==> src/rtl/rdec_pkg.sv <==
// Shared definitions for the register write-enable decoder: source-select codes,
// FSM states and the default broadcast address code.
package rdec_pkg;

  typedef enum logic [1:0] {
    SEL_NONE = 2'd0,
    SEL_SRC1 = 2'd1,
    SEL_SRC2 = 2'd2,
    SEL_RSVD = 2'd3
  } rdec_sel_e;

  typedef enum logic {
    IDLE = 1'b0,
    WALK = 1'b1
  } rdec_state_e;

  localparam int RDEC_BCAST_CODE = 31;

endpackage

==> src/rtl/rdec_onehot.sv <==
// Combinational address-to-one-hot decode: code k (1..NREG) lights bit k-1;
// o_in_range flags codes inside 1..NREG.
module rdec_onehot
  import rdec_pkg::*;
#(
  parameter int AW   = 5,
  parameter int NREG = 19
) (
  input  logic [AW-1:0]   i_addr,
  output logic [NREG-1:0] o_onehot,
  output logic            o_in_range
);

  genvar gi;
  generate
    for (gi = 0; gi < NREG; gi++) begin : g_bit
      assign o_onehot[gi] = (i_addr == AW'(gi + 1));
    end
  endgenerate

  assign o_in_range = (i_addr != '0) && (i_addr <= AW'(NREG));

endmodule

==> src/rtl/reg_wen_decoder.sv <==
// Destination-register write-enable decoder with valid/ready handshake, error
// pulses and a sequential broadcast walk. Optional macro: RDEC_WRITE_PROTECT_EN.
module reg_wen_decoder
  import rdec_pkg::*;
#(
  parameter int NREG       = 19,
  parameter int AW         = 5,
  parameter int BCAST_CODE = RDEC_BCAST_CODE
) (
  input  logic            Clock,
  input  logic            Reset_n,
  input  logic            Req_valid,
  output logic            Req_ready,
  input  logic [1:0]      Src_sel,
  input  logic [AW-1:0]   Src1_addr,
  input  logic [AW-1:0]   Src2_addr,
  input  logic            Bcast_walk,
`ifdef RDEC_WRITE_PROTECT_EN
  input  logic [NREG-1:0] Wr_protect,
`endif
  output logic [NREG-1:0] WrEn_out,
  output logic            Err_out,
  output logic            Busy
);

  rdec_state_e     r_state, w_state_next;
  logic [AW-1:0]   r_cnt, w_cnt_next, w_cnt_inc;
  logic [NREG-1:0] r_wren, w_wren_next, w_strobe;
  logic            r_err, w_err_next, w_fault, w_walk_strobe;

  logic [AW-1:0]   w_addr;
  logic [NREG-1:0] w_addr_onehot, w_walk_onehot;
  logic            w_addr_in_range, w_walk_in_range;

  assign w_addr    = (Src_sel == SEL_SRC2) ? Src2_addr : Src1_addr;
  // Walk index decoded as cnt+1 so the shared decoder lights bit cnt.
  assign w_cnt_inc = r_cnt + 1'b1;

  rdec_onehot #(.AW(AW), .NREG(NREG)) u_addr_dec (
    .i_addr     (w_addr),
    .o_onehot   (w_addr_onehot),
    .o_in_range (w_addr_in_range)
  );

  rdec_onehot #(.AW(AW), .NREG(NREG)) u_walk_dec (
    .i_addr     (w_cnt_inc),
    .o_onehot   (w_walk_onehot),
    .o_in_range (w_walk_in_range)
  );

  always_comb begin
    w_state_next  = r_state;
    w_cnt_next    = r_cnt;
    w_strobe      = '0;
    w_fault       = 1'b0;
    w_walk_strobe = 1'b0;
    case (r_state)
      IDLE: begin
        if (Req_valid) begin
          case (Src_sel)
            SEL_NONE: begin
            end
            SEL_RSVD: w_fault = 1'b1;
            default: begin
              if (w_addr == '0) begin
              end else if (w_addr_in_range) begin
                w_strobe = w_addr_onehot;
              end else if (w_addr == AW'(BCAST_CODE)) begin
                if (Bcast_walk) begin
                  w_strobe      = NREG'(1);
                  w_walk_strobe = 1'b1;
                  // A one-register walk is complete after its first strobe.
                  if (NREG > 1) begin
                    w_state_next = WALK;
                    w_cnt_next   = AW'(1);
                  end
                end else begin
                  w_strobe = '1;
                end
              end else begin
                w_fault = 1'b1;
              end
            end
          endcase
        end
      end
      WALK: begin
        w_strobe      = w_walk_in_range ? w_walk_onehot : '0;
        w_walk_strobe = 1'b1;
        w_cnt_next    = w_cnt_inc;
        if (r_cnt == AW'(NREG - 1)) begin
          w_state_next = IDLE;
          w_cnt_next   = '0;
        end
      end
      default: w_state_next = IDLE;
    endcase
  end

`ifdef RDEC_WRITE_PROTECT_EN
  // Walk strobes onto protected registers drop silently; decoded writes complain.
  assign w_wren_next = w_strobe & ~Wr_protect;
  assign w_err_next  = w_fault | (!w_walk_strobe && (|(w_strobe & Wr_protect)));
`else
  assign w_wren_next = w_strobe;
  assign w_err_next  = w_fault;
`endif

  always_ff @(posedge Clock) begin
    if (!Reset_n) begin
      r_state <= IDLE;
      r_cnt   <= '0;
      r_wren  <= '0;
      r_err   <= 1'b0;
    end else begin
      r_state <= w_state_next;
      r_cnt   <= w_cnt_next;
      r_wren  <= w_wren_next;
      r_err   <= w_err_next;
    end
  end

  assign Req_ready = (r_state == IDLE);
  assign Busy      = (r_state == WALK);
  assign WrEn_out  = r_wren;
  assign Err_out   = r_err;

endmodule

==> config.mk <==
export PLATFORM = sky130hd
export DESIGN_NAME = reg_wen_decoder
export DESIGN_NICKNAME = d
export VERILOG_FILES = /design/src/rtl/rdec_pkg.sv /design/src/rtl/rdec_onehot.sv /design/src/rtl/reg_wen_decoder.sv
export SDC_FILE = /design/constraint.sdc
export NUM_CORES = 1
export LEC_CHECK = 0
export ABC_AREA = 0
export CAP_MARGIN = 20
export CORE_MARGIN = 2
export CORE_UTILIZATION = 25
export DETAILED_ROUTE_END_ITERATION = 7
export GPL_TIMING_DRIVEN = 0
export PLACE_DENSITY_LB_ADDON = 0.12
export SLEW_MARGIN = 5
export SYNTH_ARGS = -nofsm -noshare
export SYNTH_HDL_FRONTEND = slang
export SYNTH_SLANG_ARGS = --single-unit
==> constraint.sdc <==
create_clock -name Clock -period 2.9 [get_ports Clock]
set_clock_uncertainty 0.15 [all_clocks]
set_input_delay 0.29 -clock Clock [delete_from_list [all_inputs] [get_ports Clock]]
set_output_delay 0.29 -clock Clock [all_outputs]
set_load 0.05 [all_outputs]
== Word level (Yosys, flattened, before mapping) ==
Cells that the tools add are included.

* Bits of input ports: 16
* Bits in registers: 26
* Logic and storage cells: 96

* $lt $le $gt $ge: 2
* Reduce and logical (&&, ||, !) cells: 9
* Equal/unequal tests: 48
* Muxes and demuxes: 29
* Bitwise gates (word level): 3
* $add $sub $neg: 1

{| class="wikitable"
|+ Operators by type and width
! cell !! count
|-
| 19-bit two-way mux || 7
|-
| 5-bit by 4-bit == test with 1-bit output (second input constant) || 16
|-
| 5-bit == test (second input constant) || 10
|-
| 5-bit by 3-bit == test with 1-bit output (second input constant) || 8
|-
| 5-bit two-way mux || 8
|-
| 19-bit case mux with 2 select lines || 1
|-
| 5-bit by 2-bit == test with 1-bit output (second input constant) || 4
|-
| 5-bit by 1-bit == test with 1-bit output (second input constant) || 2
|-
| 5-bit <= comparator (second input constant) || 2
|-
| 1-bit two-way mux || 10
|-
| 5-bit case mux with 2 select lines || 1
|-
| 5-bit nonzero test || 2
|-
| 2-bit inequality test (second input constant) || 4
|-
| 6-bit AND reduction || 1
|-
| 5-bit by 1-bit adder with 5-bit output (second input constant) || 1
|-
| 5-bit logical NOT || 1
|-
| 2-bit == test (second input constant) || 2
|-
| 2-bit by 1-bit inequality test with 1-bit output (second input constant) || 2
|-
| 1-bit case mux with 2 select lines || 2
|-
| 1-bit NOT || 3
|-
| 3-bit OR reduction || 1
|-
| 1-bit logical AND || 2
|-
| 2-bit logical NOT || 1
|-
| 2-bit OR reduction || 1
|}

== Longest topological paths before layout ==
Gate-level depths: netlist of the first run.

* Depth in word-level cells: 9
* Depth in mapped cells: 9
* Gate-level depth less buffers: 7

== Hierarchy ==
Synthesis of the first run repeated with hierarchy kept, for this count alone.

* Cell total of the unflattened synthesis: 218
* Area, all modules: 1,754.2 um^2

{| class="wikitable"
|+ Modules (own cells, without submodules)
! module !! times used !! cells an instance !! area each (um^2)
|-
| reg_wen_decoder || 1 || 150 || 1,353.8
|-
| rdec_onehot || 2 || 34 || 200.2
|}

== Worst setup path after synthesis of the first run ==
Ideal clock, no wire load.

* Path kind: input to register
* From: input Src_sel[0]
* To: register r_wren[6] (netlist: WrEn_out[6])
* Buffers on the path: 1
* Stages: 8
* Data arrival time: 1.602 ns
* Path slack: 1.073 ns
* Setup time: 0.076 ns
* Path through: inv_1 ha_1 mux2i_2 nor3_2 o22ai_2 o21ai_2 buf_6 o22ai_1

* Cells in the longest elaborated chain, start to end: 9
* Elaborated cells on any way between the ends: 17
* Classes of those cells: 1 x order compare; 4 x eq/ne; 7 x mux; 5 x reduce/logical

{| class="wikitable"
|+ RTL lines
! element !! RTL line !! text
|-
| start, declared || reg_wen_decoder.sv:14 || <nowiki>input logic [1:0] Src_sel,</nowiki>
|-
| 2-bit == test || reg_wen_decoder.sv:35 || <nowiki>assign w_addr = (Src_sel == SEL_SRC2) ? Src2_addr : Src1_addr;</nowiki>
|-
| 5-bit two-way mux || reg_wen_decoder.sv:35 ||
|-
| 5-bit <= comparator, or another cell as far along || rdec_onehot.sv:21 || <nowiki>assign o_in_range = (i_addr != '0) && (i_addr <= AW'(NREG));</nowiki>
|-
| 1-bit logical AND / 19-bit two-way mux (equally long branches) || rdec_onehot.sv:21, reg_wen_decoder.sv:68 ||
|-
| 19-bit two-way mux || reg_wen_decoder.sv:66 || <nowiki>end else if (w_addr_in_range) begin</nowiki>
|-
| 19-bit two-way mux || reg_wen_decoder.sv:65 || <nowiki>if (w_addr == '0) begin</nowiki>
|-
| 19-bit two-way mux * || reg_wen_decoder.sv:60 || <nowiki>case (Src_sel)</nowiki>
|-
| 19-bit two-way mux * || reg_wen_decoder.sv:59 || <nowiki>if (Req_valid) begin</nowiki>
|-
| 19-bit case mux with 2 select lines * || reg_wen_decoder.sv:57 || <nowiki>case (r_state)</nowiki>
|-
| end signal, assigned || reg_wen_decoder.sv:118 || <nowiki>r_wren <= w_wren_next;</nowiki>
|-
| end, declared || reg_wen_decoder.sv:28 || <nowiki>logic [NREG-1:0] r_wren, w_wren_next, w_strobe;</nowiki>
|}

Mark *: on every way between the ends. The rest lies on a longest branch, timed or not.
A chain may end at the register's enable or synchronous reset.

== Worst setup path after layout of the first run ==
* From: input Src_sel[1]
* To: register r_wren[6] (netlist: WrEn_out[6])

Same word-level chain as after synthesis.

==> metrics.md, run 1 <==
| Metric | Value |
|---|---|
| Top Metal Used | met4 |
| Period minus WS final | 2.31 ns |
| Rows | 29 |
| Drt total wl | 4600 µm |
| Max Cap Violations | 0 |
| Total CTS buffers | 3 |
| Critical path fanouts, max | 10 |
| Final period utilization | 79.8% |
| Fin nets | 265 |
| I/O pin count | 38 |
| Status | complete, no violations |
| Die area | 7390 µm² |
| Required @ worst endpoint | 2.94 ns |
| Most frequent cells in the layout | clkdlybuf4s50_1 (34), dfxtp_1 (26), o22ai_1 (18), nor2_1 (17), nand2_1 (15) |
| Ant diodes | 0 |
| R2r endpoint | WrEn_out[0] |
| FF+latch count, synth | 26 |
| Register area share after synthesis | 31.0% |
| Syn_area_per_cell | 8.28 µm² |
| Clk pin slew, worst setup/hold paths | 0.09 ns |
| Number of global-route vias before repair | 1514 |
| CP max stage cell | clkdlybuf4s50_1 |
| Non-filler instance count after layout | 318 |
| DP Area | 2120 µm² |
| Ys flop type | dfxtp_1 |
| Routed met3 length | 225 µm |
| Worst Hold Depth | 2 |
| DR iter-0 viols | 93 |
| Share of cells above drive strength 1 | 12.4% |
| CTS tree | yes |
| Setup crit start | Src_sel[1] |
| Clock root buffer master | clkbuf_8 |
| Die width | 86.0 µm |
| R2R cell count | 6 |
| Via count | 1638 |
| Post-Synthesis Cells | 203 |
| Leak pwr | 0.000773 µW |
| DR pass1 iterations | 5 |
| Area Overhead vs Synth | 30.2% |
| Starting density of the core | 26.2% |
| R2R setup slack | 0.82 ns |
| Setup violators final | 0 |
| H-tree Lvls | 1 |
| DR vias/cell | 5.15 |
| Setup CP Type | input pin to flip-flop |
| Deepest clock path buffer count | 2 |
| PD cells | 383 nW/µm² |
| Global route overflow | 0 |
| ANT nets after route | 0 |
| Post-CTS Setup Bufs | 0 |
| Crit. End Element | flip-flop |
| Total track usage | 12.8% |
| Die height | 86.0 µm |
| Routed WL per cell | 14.5 µm |
| Final hold vios | 0 |
| Initial antenna violation count | 0 |
| Post-synthesis async set-or-reset flop share | 0% |
| Post-synth EDFFs | 0 |
| Largest net degree at the start of global routing | 16 |
| Max frequency | 432 MHz |
| Max stage delay on crit path | 0.49 ns |
| Cells after DPL | 314 |
| CTS Hold Buffers Added | 0 |
| FILL cells | 684 |
| # DRC | 0 |
| Synth warn | 0 |
| Port bufs | 34 |
| M1 WL | 2290 µm |
| Setup TNS | 0 ns |
| First-pass GRT wire length | 7630 µm |
| Worst r2r src | r_cnt[1] |
| Core Area | 6420 µm² |
| Worst Setup EP | WrEn_out[6] |
| Netlist cell types | 50 |
| Clock Sinks | 26 |
| Hold Crit Class | input pin to flip-flop |
| Critical path, cell by cell | clkdlybuf4s50_1 -> ha_1 -> mux2i_2 -> nor3_2 -> o22ai_2 -> o21ai_2 -> buf_6 -> o22ai_1 |
| Final Cell Area | 2190 µm² |
| Routed wire length on met2 | 2060 µm |
| Mapped cell area | 1680 µm² |
| Clk Latency, worst-skew pair | 0.27 ns |
| Syn_nets | 226 |
| RSZ-0062 raised after global routing | no |
| Worst Path Arrival | 2.35 ns |
| Commonest non-fill, non-tap cell in the layout | clkdlybuf4s50_1 |
| Peak VDD IR | 151 µV |
| Worst slew pin tran | 0.504 ns |
| Routability congestion estimate | 0.775 |
| Slew Viols, Final | 0 |
| Startpoint Class | input pin |
| Post-cts resize count | 0 |
| Dpl hpwl | 3650 µm |
| Normalized max-slew margin | 66.3% |
## synth_stat cells, types with 2 or more instances
master,count,area [µm²]
and3b_2,2,20.0
ha_1,7,87.6
o21ai_0,13,65.1
nor2_1,17,63.8
o21ai_1,2,10.0
a32o_1,3,30.0
nor4bb_1,2,20.0
a21boi_1,2,15.0
o22ai_2,2,25.0
nor3b_2,2,25.0
nor3b_1,4,30.0
o22ai_1,18,113
clkbuf_1,5,18.8
dfxtp_1,26,521
nor3_1,7,35.0
nor3_2,2,20.0
nand2b_1,2,12.5
and3_1,2,12.5
and3_4,2,22.5
nand3_1,9,45.0
a211oi_1,2,15.0
a21oi_1,11,55.1
nand3b_1,3,22.5
buf_6,4,45.0
o22a_1,3,26.3
or2_2,2,12.5
buf_4,2,15.0
a31oi_1,4,25.0
inv_1,8,30.0
nand2_1,15,56.3
## per-layer routing
metal	vias to the layer above	track usage (%)
met3	2	2.41
li1	834	-
met1	758	18.1
met5	-	0
met4	0	2.16
met2	44	20.5
## how the worst min path moves through the flow
stage,startpoint,end
3_5_place_dp,r_cnt[4],r_cnt[4]
3_3_place_gp,r_cnt[4],r_cnt[4]
5_1_grt,Reset_n,r_cnt[3]
4_1_cts,Reset_n,r_cnt[3]
6_report,Reset_n,r_cnt[3]
2_1_floorplan,Req_valid,Err_out
## layout make-up
type / count / area (µm²) / share of cell area (%)
Clock buffer: 3 / 41.3 / 1.89
Multi-Input combinational cell: 157 / 1050 / 47.8
Clock inverter: 1 / 30.0 / 1.37
Buffer: 12 / 83.8 / 3.83
Timing Repair Buffer: 34 / 340 / 15.6
Sequential cell: 26 / 520 / 23.8
Tap cell: 77 / 96.3 / 4.40
Inverter: 8 / 30.0 / 1.37
## power breakdown
part | switching, µW | leakage (µW) | internal [µW]
logic | 107 | 0.000527 | 70.8
registers | 2.28 | 0.000210 | 365
clock network | 108 | 0.0000357 | 184
total | 217 | 0.000773 | 620
## worst max-delay path: cells and delay by family
| family | cells | cell delay (ns) |
|---|---|---|
| adder cells (fa/ha/maj) | 1 | 0.29 |
| multiplexers | 1 | 0.47 |
| AO/OA/AOI/OAI | 3 | 0.50 |
| AND/OR/NAND/NOR | 1 | 0.15 |
| buffers and inverters | 2 | 0.64 |
## registers in the layout (all words and copies together) (netlist names)
name      count
Busy          1
Err_out       1
WrEn_out     19
r_cnt         5
## logic make-up after synthesis
group           Yosys count  synth area share, %
simple gates             76                 26.4
compound gates           70                 28.1
flops                    26                 31.0
buf+inv                  20                 6.78
fa+ha+maj                 7                 5.21
xor+xnor                  2                 1.04
mux                       2                 1.49
## through the flow
stage	hold slack, ns	total power, µW	utilization [%]	setup slack (ns)
2_1_floorplan	0.286	490	-	1.07
3_3_place_gp	0.424	553	33.0	0.292
3_5_place_dp	0.453	553	33.0	0.315
4_1_cts	0.181	850	34.1	0.581
5_1_grt	0.181	886	34.1	0.429
6_report	0.189	837	34.1	0.587
Power figures use the tool's default switching activity.
==> run 2, diff against run 1 <==
- clock period: 2.9 -> 2.1 ns (I/O delays scaled with it)
==> metrics.md, run 2 (same netlist as run 1, synthesis figures left out) <==
| Metric | Value |
|---|---|
| Status | complete, no violations |
| Setup ws final | 0.0647 ns (-0.522 ns) |
| Most frequent cells in the layout | clkdlybuf4s50_1 (33), dfxtp_1 (26), nor2_1 (17), o22ai_1 (16), nand2_1 (15) |
| CTS tree | yes |
| Critical path depth | 10 (+2) |
| Cell family with most CP delay | buffers and inverters |
| Clk Latency, worst-skew pair | 0.27 ns (about the same) |
| Total track usage | 12.8% (+0.020 points) |
| Area of the multi-input gates | 1130 µm² (+8.5%) |
| Rows | 29 (unchanged) |
| Period minus WS final | 2.04 ns |
| Max FFs per register | 19 (unchanged) |
| Worst slew pin tran | 0.503 ns (-0.000421 ns) |
| Fin nets | 270 (+1.9%) |
| Routed WL per cell | 14.7 µm (+1.6%) |
| Worst Setup EP | WrEn_out[6] |
| FILL cells | 665 (-2.8%) |
| Setup CP Type | input pin to flip-flop |
| Clk pin slew, worst setup/hold paths | 0.09 ns (about the same) |
| Critical path fanouts, max | 10 (unchanged) |
| Number of global-route vias before repair | 1517 (+0.20%) |
| Drt total wl | 4750 µm (+3.2%) |
| Normalized max-slew margin | 66.3% (about the same) |
| Slew Viols, Final | 0 (unchanged) |
| RSZ-0062 raised after global routing | yes |
| Final core occ | 36.1% (+2.0 points) |
| Deepest clock path buffer count | 2 (unchanged) |
| Max Cap Violations | 0 (unchanged) |
| R2R cell count | 7 (+1) |
| Die height | 86.0 µm (unchanged) |
| Worst Path Arrival | 2.02 ns (-0.33 ns) |
| Routability congestion estimate | 0.775 (unchanged) |
| Core Area | 6420 µm² (unchanged) |
| Max stage delay on crit path | 0.50 ns (about the same) |
| DR vias/cell | 5.24 (+1.8%) |
| First-pass GRT wire length | 7660 µm (+0.37%) |
| Max frequency | 491 MHz |
| Share of cells above drive strength 1 | 17.1% (+4.6 points) |
| Dpl hpwl | 3650 µm (unchanged) |
| Die width | 86.0 µm (unchanged) |
| Area Overhead vs Synth | 38.0% |
| Ant diodes | 0 (unchanged) |
| Final hold vios | 0 (unchanged) |
| # DRC | 0 (unchanged) |
| Largest net degree at the start of global routing | 16 (unchanged) |
| DR iter-0 viols | 86 (-7.5%) |
| Critical path, cell by cell | clkdlybuf4s50_1 -> inv_2 -> ha_4 -> buf_6 -> nor3_4 -> nor3_4 -> buf_4 -> buf_4 -> a21oi_1 -> o22ai_2 |
| R2R setup slack | 0.22 ns (-0.60 ns) |
| Die area | 7390 µm² (unchanged) |
| Leak pwr | 0.000806 µW (+4.3%) |
| Hold Crit Class | input pin to flip-flop |
| Via count | 1694 (+3.4%) |
| Initial antenna violation count | 0 (unchanged) |
| Sequential cell area | 520 µm² (unchanged) |
| Starting density of the core | 26.2% (unchanged) |
| Startpoint Class | input pin |
| Crit. End Element | flip-flop |
| I/O pin count | 38 (unchanged) |
| R2r endpoint | r_cnt[2] |
| Dpl ws | -0.405 ns (-0.720 ns) |
| Commonest non-fill, non-tap cell in the layout | clkdlybuf4s50_1 |
| H-tree Lvls | 1 (unchanged) |
| Port bufs | 34 (unchanged) |
| Worst Hold Depth | 2 (unchanged) |
| Setup violators final | 0 (unchanged) |
| Clock root buffer master | clkbuf_8 |
| ANT nets after route | 0 (unchanged) |
| PD cells | 513 nW/µm² (+34%) |
| Global route overflow | 0 (unchanged) |
| DR pass1 iterations | 4 (-1) |
| Total CTS buffers | 3 (unchanged) |
| Final period utilization | 96.9% |
| Peak VDD IR | 209 µV (+38%) |
| CP max stage cell | clkdlybuf4s50_1 |
| Clock Sinks | 26 (unchanged) |
| Buf+Inv Stages, Crit Path | 5 (+3) |
| Worst r2r src | r_cnt[0] |
| Required @ worst endpoint | 2.08 ns (-0.86 ns) |
| Setup crit start | Src_sel[0] |
==> run 2: changes by cell type in the layout (fill, tap and decap cells not counted), sizes merged <==
| cell | delta |
|---|---|
| buf | +4 |
| clkbuf | +1 |
| clkdlybuf4s50 | -1 |
| dlymetal6s2s | +1 |
==> run 2: worst min path at each step <==
stage | end | from
2_1_floorplan | Err_out | Req_valid
5_1_grt | r_cnt[3] | Reset_n
4_1_cts | r_cnt[3] | Reset_n
3_5_place_dp | r_cnt[3] | Reset_n
6_report | r_cnt[3] | Reset_n
3_3_place_gp | Busy | Reset_n
==> run 2: per-stage QoR <==
| step | hold slack (ns) | area (µm²) | instances | power [µW] | TNS, ns |
|---|---|---|---|---|---|
| detailed placement | 0.399 | 2120 | 314 | 764 | -7.24 |
| global placement | 0.396 | 2120 | 314 | 764 | -7.48 |
| global route | 0.103 | 2320 | 323 | 1260 | -0.0317 |
| CTS | 0.102 | 2210 | 318 | 1180 | 0 |
| floorplan | 0.206 | 1680 | 203 | 677 | 0 |
| finish | 0.111 | 2320 | 323 | 1190 | 0 |
==> run 2: what timing repair did <==
action	4_1_cts	5_1_grt
hold buffers	0	0
gates cloned	0	1
gates resized for setup	3	16
buffers inserted	0	4
pin swaps	1	3
setup endpoints to repair	16	20
endpoints found under the hold margin	0	0
==> run 2: cell type report <==
class | count | share of cell area (%)
Buffer | 12 | 3.78
Clock buffer | 3 | 1.78
Clock inverter | 1 | 1.30
Inverter | 8 | 1.30
Multi-Input combinational cell | 157 | 48.9
Sequential cell | 26 | 22.5
Tap cell | 77 | 4.16
Timing Repair Buffer | 39 | 16.3
==> run 2: power breakdown <==
| group | total (µW) | leakage, µW | internal [µW] | switching [µW] |
|---|---|---|---|---|
| Combinational | 278 | 0.000560 | 117 | 160 |
| Sequential | 507 | 0.000210 | 504 | 3.20 |
| Clock | 405 | 0.0000357 | 255 | 151 |
| Total | 1190 | 0.000806 | 876 | 314 |
==> run 2: per-layer routing <==
layer | up-vias | routed length [µm] | track usage (%)
met4 | 0 | 22 | 2.16
met2 | 60 | 2170 | 20.4
met5 | - | 0 | 0
li1 | 844 | - | -
met1 | 788 | 2300 | 18.2
met3 | 2 | 260 | 2.41
==> run 3, diff against run 2 <==
- TNS_END_PERCENT: default -> 30
==> metrics.md, run 3 (same netlist as run 1, synthesis figures left out) <==
| Metric | Value |
|---|---|
| Crit. End Element | flip-flop |
| DR vias/cell | 5.20 (-0.89%) |
| Clock root buffer master | clkbuf_8 |
| First-pass GRT wire length | 7660 µm (unchanged) |
| Number of global-route vias before repair | 1517 (unchanged) |
| Die height | 86.0 µm (unchanged) |
| Required @ worst endpoint | 2.09 ns (about the same) |
| Period minus WS final | 2.02 ns (-0.0116 ns) |
| Setup crit start | Src_sel[0] |
| Via count | 1679 (-0.89%) |
| Clock Sinks | 26 (unchanged) |
| Area Overhead vs Synth | 37.5% |
| Worst slew pin tran | 0.503 ns (-0.0000367 ns) |
| Setup violators final | 0 (unchanged) |
| ANT nets after route | 0 (unchanged) |
| Status | complete, no violations |
| Sequential group share of total power | 42.7% (about the same) |
| Cells after DPL | 314 (unchanged) |
| Startpoint Class | input pin |
| Hold Crit Class | input pin to flip-flop |
| Leak pwr | 0.000805 µW (about the same) |
| R2r endpoint | r_cnt[2] |
| Setup CP Type | input pin to flip-flop |
| Share of cells above drive strength 1 | 16.7% (-0.41 points) |
| DR pass1 iterations | 5 (+1) |
| Combinational share of power | 23.2% (about the same) |
| H-tree Lvls | 1 (unchanged) |
| Worst r2r src | r_cnt[0] |
| Final core occ | 36.0% (-0.14 points) |
| DR iter-0 viols | 108 (+26%) |
| Max frequency | 494 MHz (+0.57%) |
| Max FFs per register | 19 (unchanged) |
| Worst Path Arrival | 2.01 ns (about the same) |
| Port bufs | 34 (unchanged) |
| I/O pin count | 38 (unchanged) |
| Clk pwr share | 34.2% (about the same) |
| Largest net degree at the start of global routing | 16 (unchanged) |
| # DRC | 0 (unchanged) |
| Clk pin slew, worst setup/hold paths | 0.09 ns (about the same) |
| Commonest non-fill, non-tap cell in the layout | clkdlybuf4s50_1 |
| Total track usage | 12.8% (unchanged) |
| R2R setup slack | 0.22 ns (about the same) |
| Drt total wl | 4680 µm (-1.4%) |
| Die area | 7390 µm² (unchanged) |
| Non-filler instance count after layout | 323 (unchanged) |
| PD cells | 514 nW/µm² (+0.26%) |
| Fin nets | 270 (unchanged) |
| Starting density of the core | 26.2% (unchanged) |
| Routability congestion estimate | 0.775 (unchanged) |
| Dpl ws | -0.405 ns (unchanged) |
| FILL cells | 666 (+0.15%) |
| Max Cap Violations | 0 (unchanged) |
| Total CTS buffers | 3 (unchanged) |
| Startpoint of the worst hold path | Reset_n |
| Routed WL per cell | 14.5 µm (-1.4%) |
| R2R cell count | 7 (unchanged) |
| Sw frac | 26.4% (-0.028 points) |
| Die width | 86.0 µm (unchanged) |
| Slew Viols, Final | 0 (unchanged) |
| Core Area | 6420 µm² (unchanged) |
| P_int | 875 µW (about the same) |
| RSZ-0062 raised after global routing | yes |
| Dpl hpwl | 3650 µm (unchanged) |
| CTS tree | yes |
| Net load switching power | 313 µW (-0.23%) |
| Setup ws final | 0.0762 ns (+0.0116 ns) |
| Clk Latency, worst-skew pair | 0.27 ns (about the same) |
| Deepest clock path buffer count | 2 (unchanged) |
| Final period utilization | 96.4% (-0.55 points) |
| Global route overflow | 0 (unchanged) |
| Normalized max-slew margin | 66.3% (about the same) |
| Rows | 29 (unchanged) |
| Critical path fanouts, max | 10 (unchanged) |
| Peak VDD IR | 209 µV (+0.26%) |
| Ant diodes | 0 (unchanged) |
| Final hold vios | 0 (unchanged) |
| Initial antenna violation count | 0 (unchanged) |
| Worst Setup EP | WrEn_out[6] |
| Most frequent cells in the layout | clkdlybuf4s50_1 (33), dfxtp_1 (26), nor2_1 (17), o22ai_1 (17), nand2_1 (15) |
run 3: layout make-up:
| cell class | instances | area (µm²) | area share [%] |
|---|---|---|---|
| well taps | 77 | 96.3 | 4.17 |
| flip-flops and latches | 26 | 520 | 22.5 |
| repair buffers | 39 | 378 | 16.4 |
| multi-input cells | 157 | 1130 | 48.9 |
| clock buffers | 3 | 41.3 | 1.79 |
| inverters | 8 | 30.0 | 1.30 |
| clock inverters | 1 | 30.0 | 1.30 |
| plain buffers | 12 | 85.1 | 3.68 |
run 3: layer usage:
layer  wire (µm)  share of wire (%)  GRT usage (%)
met5           0                  0              0
met4          25               0.53           2.16
met3         270                5.8           2.41
met2        2150                 46           20.4
met1        2230                 48           18.2
run 3: power by group through the flow:
stage	logic, µW	registers, µW	clock network [µW]
floorplan	120	558	0
global placement	245	518	0
detailed placement	245	519	0
CTS	250	507	420
global route	296	509	451
finish	276	507	406
run 3: per-stage QoR:
step / instance area (µm²) / setup TNS, ns / hold WS (ns) / total power, µW
final: 2310 / 0 / 0.110 / 1190
after global routing: 2310 / -0.0790 / 0.103 / 1260
after CTS: 2210 / 0 / 0.102 / 1180
after detailed placement: 2120 / -7.24 / 0.399 / 764
after global placement: 2120 / -7.48 / 0.396 / 764
after floorplan: 1680 / 0 / 0.206 / 677
run 3: worst max-delay path, stage by stage:
cell             delay [ns]
clkdlybuf4s50_1        0.50
inv_2                  0.06
ha_4                   0.17
buf_6                  0.14
nor3_4                 0.23
nor3_4                 0.09
buf_4                  0.15
buf_4                  0.16
a21oi_1                0.20
o22ai_2                0.10
run 3: worst min-delay path by stage:
stage	end	cells after the start	slack, ns
CTS	r_cnt[3]	2	0.10
global placement	Busy	3	0.40
global route	r_cnt[3]	2	0.10
floorplan	Err_out	1	0.21
detailed placement	r_cnt[3]	2	0.40
finish	r_cnt[3]	2	0.11
run 3: timing repair:
item / CTS / global route
gates resized for setup: 3 / 14
buffers inserted: 0 / 4
pin swaps: 1 / 3
endpoints found under the hold margin: 0 / 0
gates cloned: 0 / 1
setup endpoints to repair: 16 / 20
hold buffers: 0 / 0
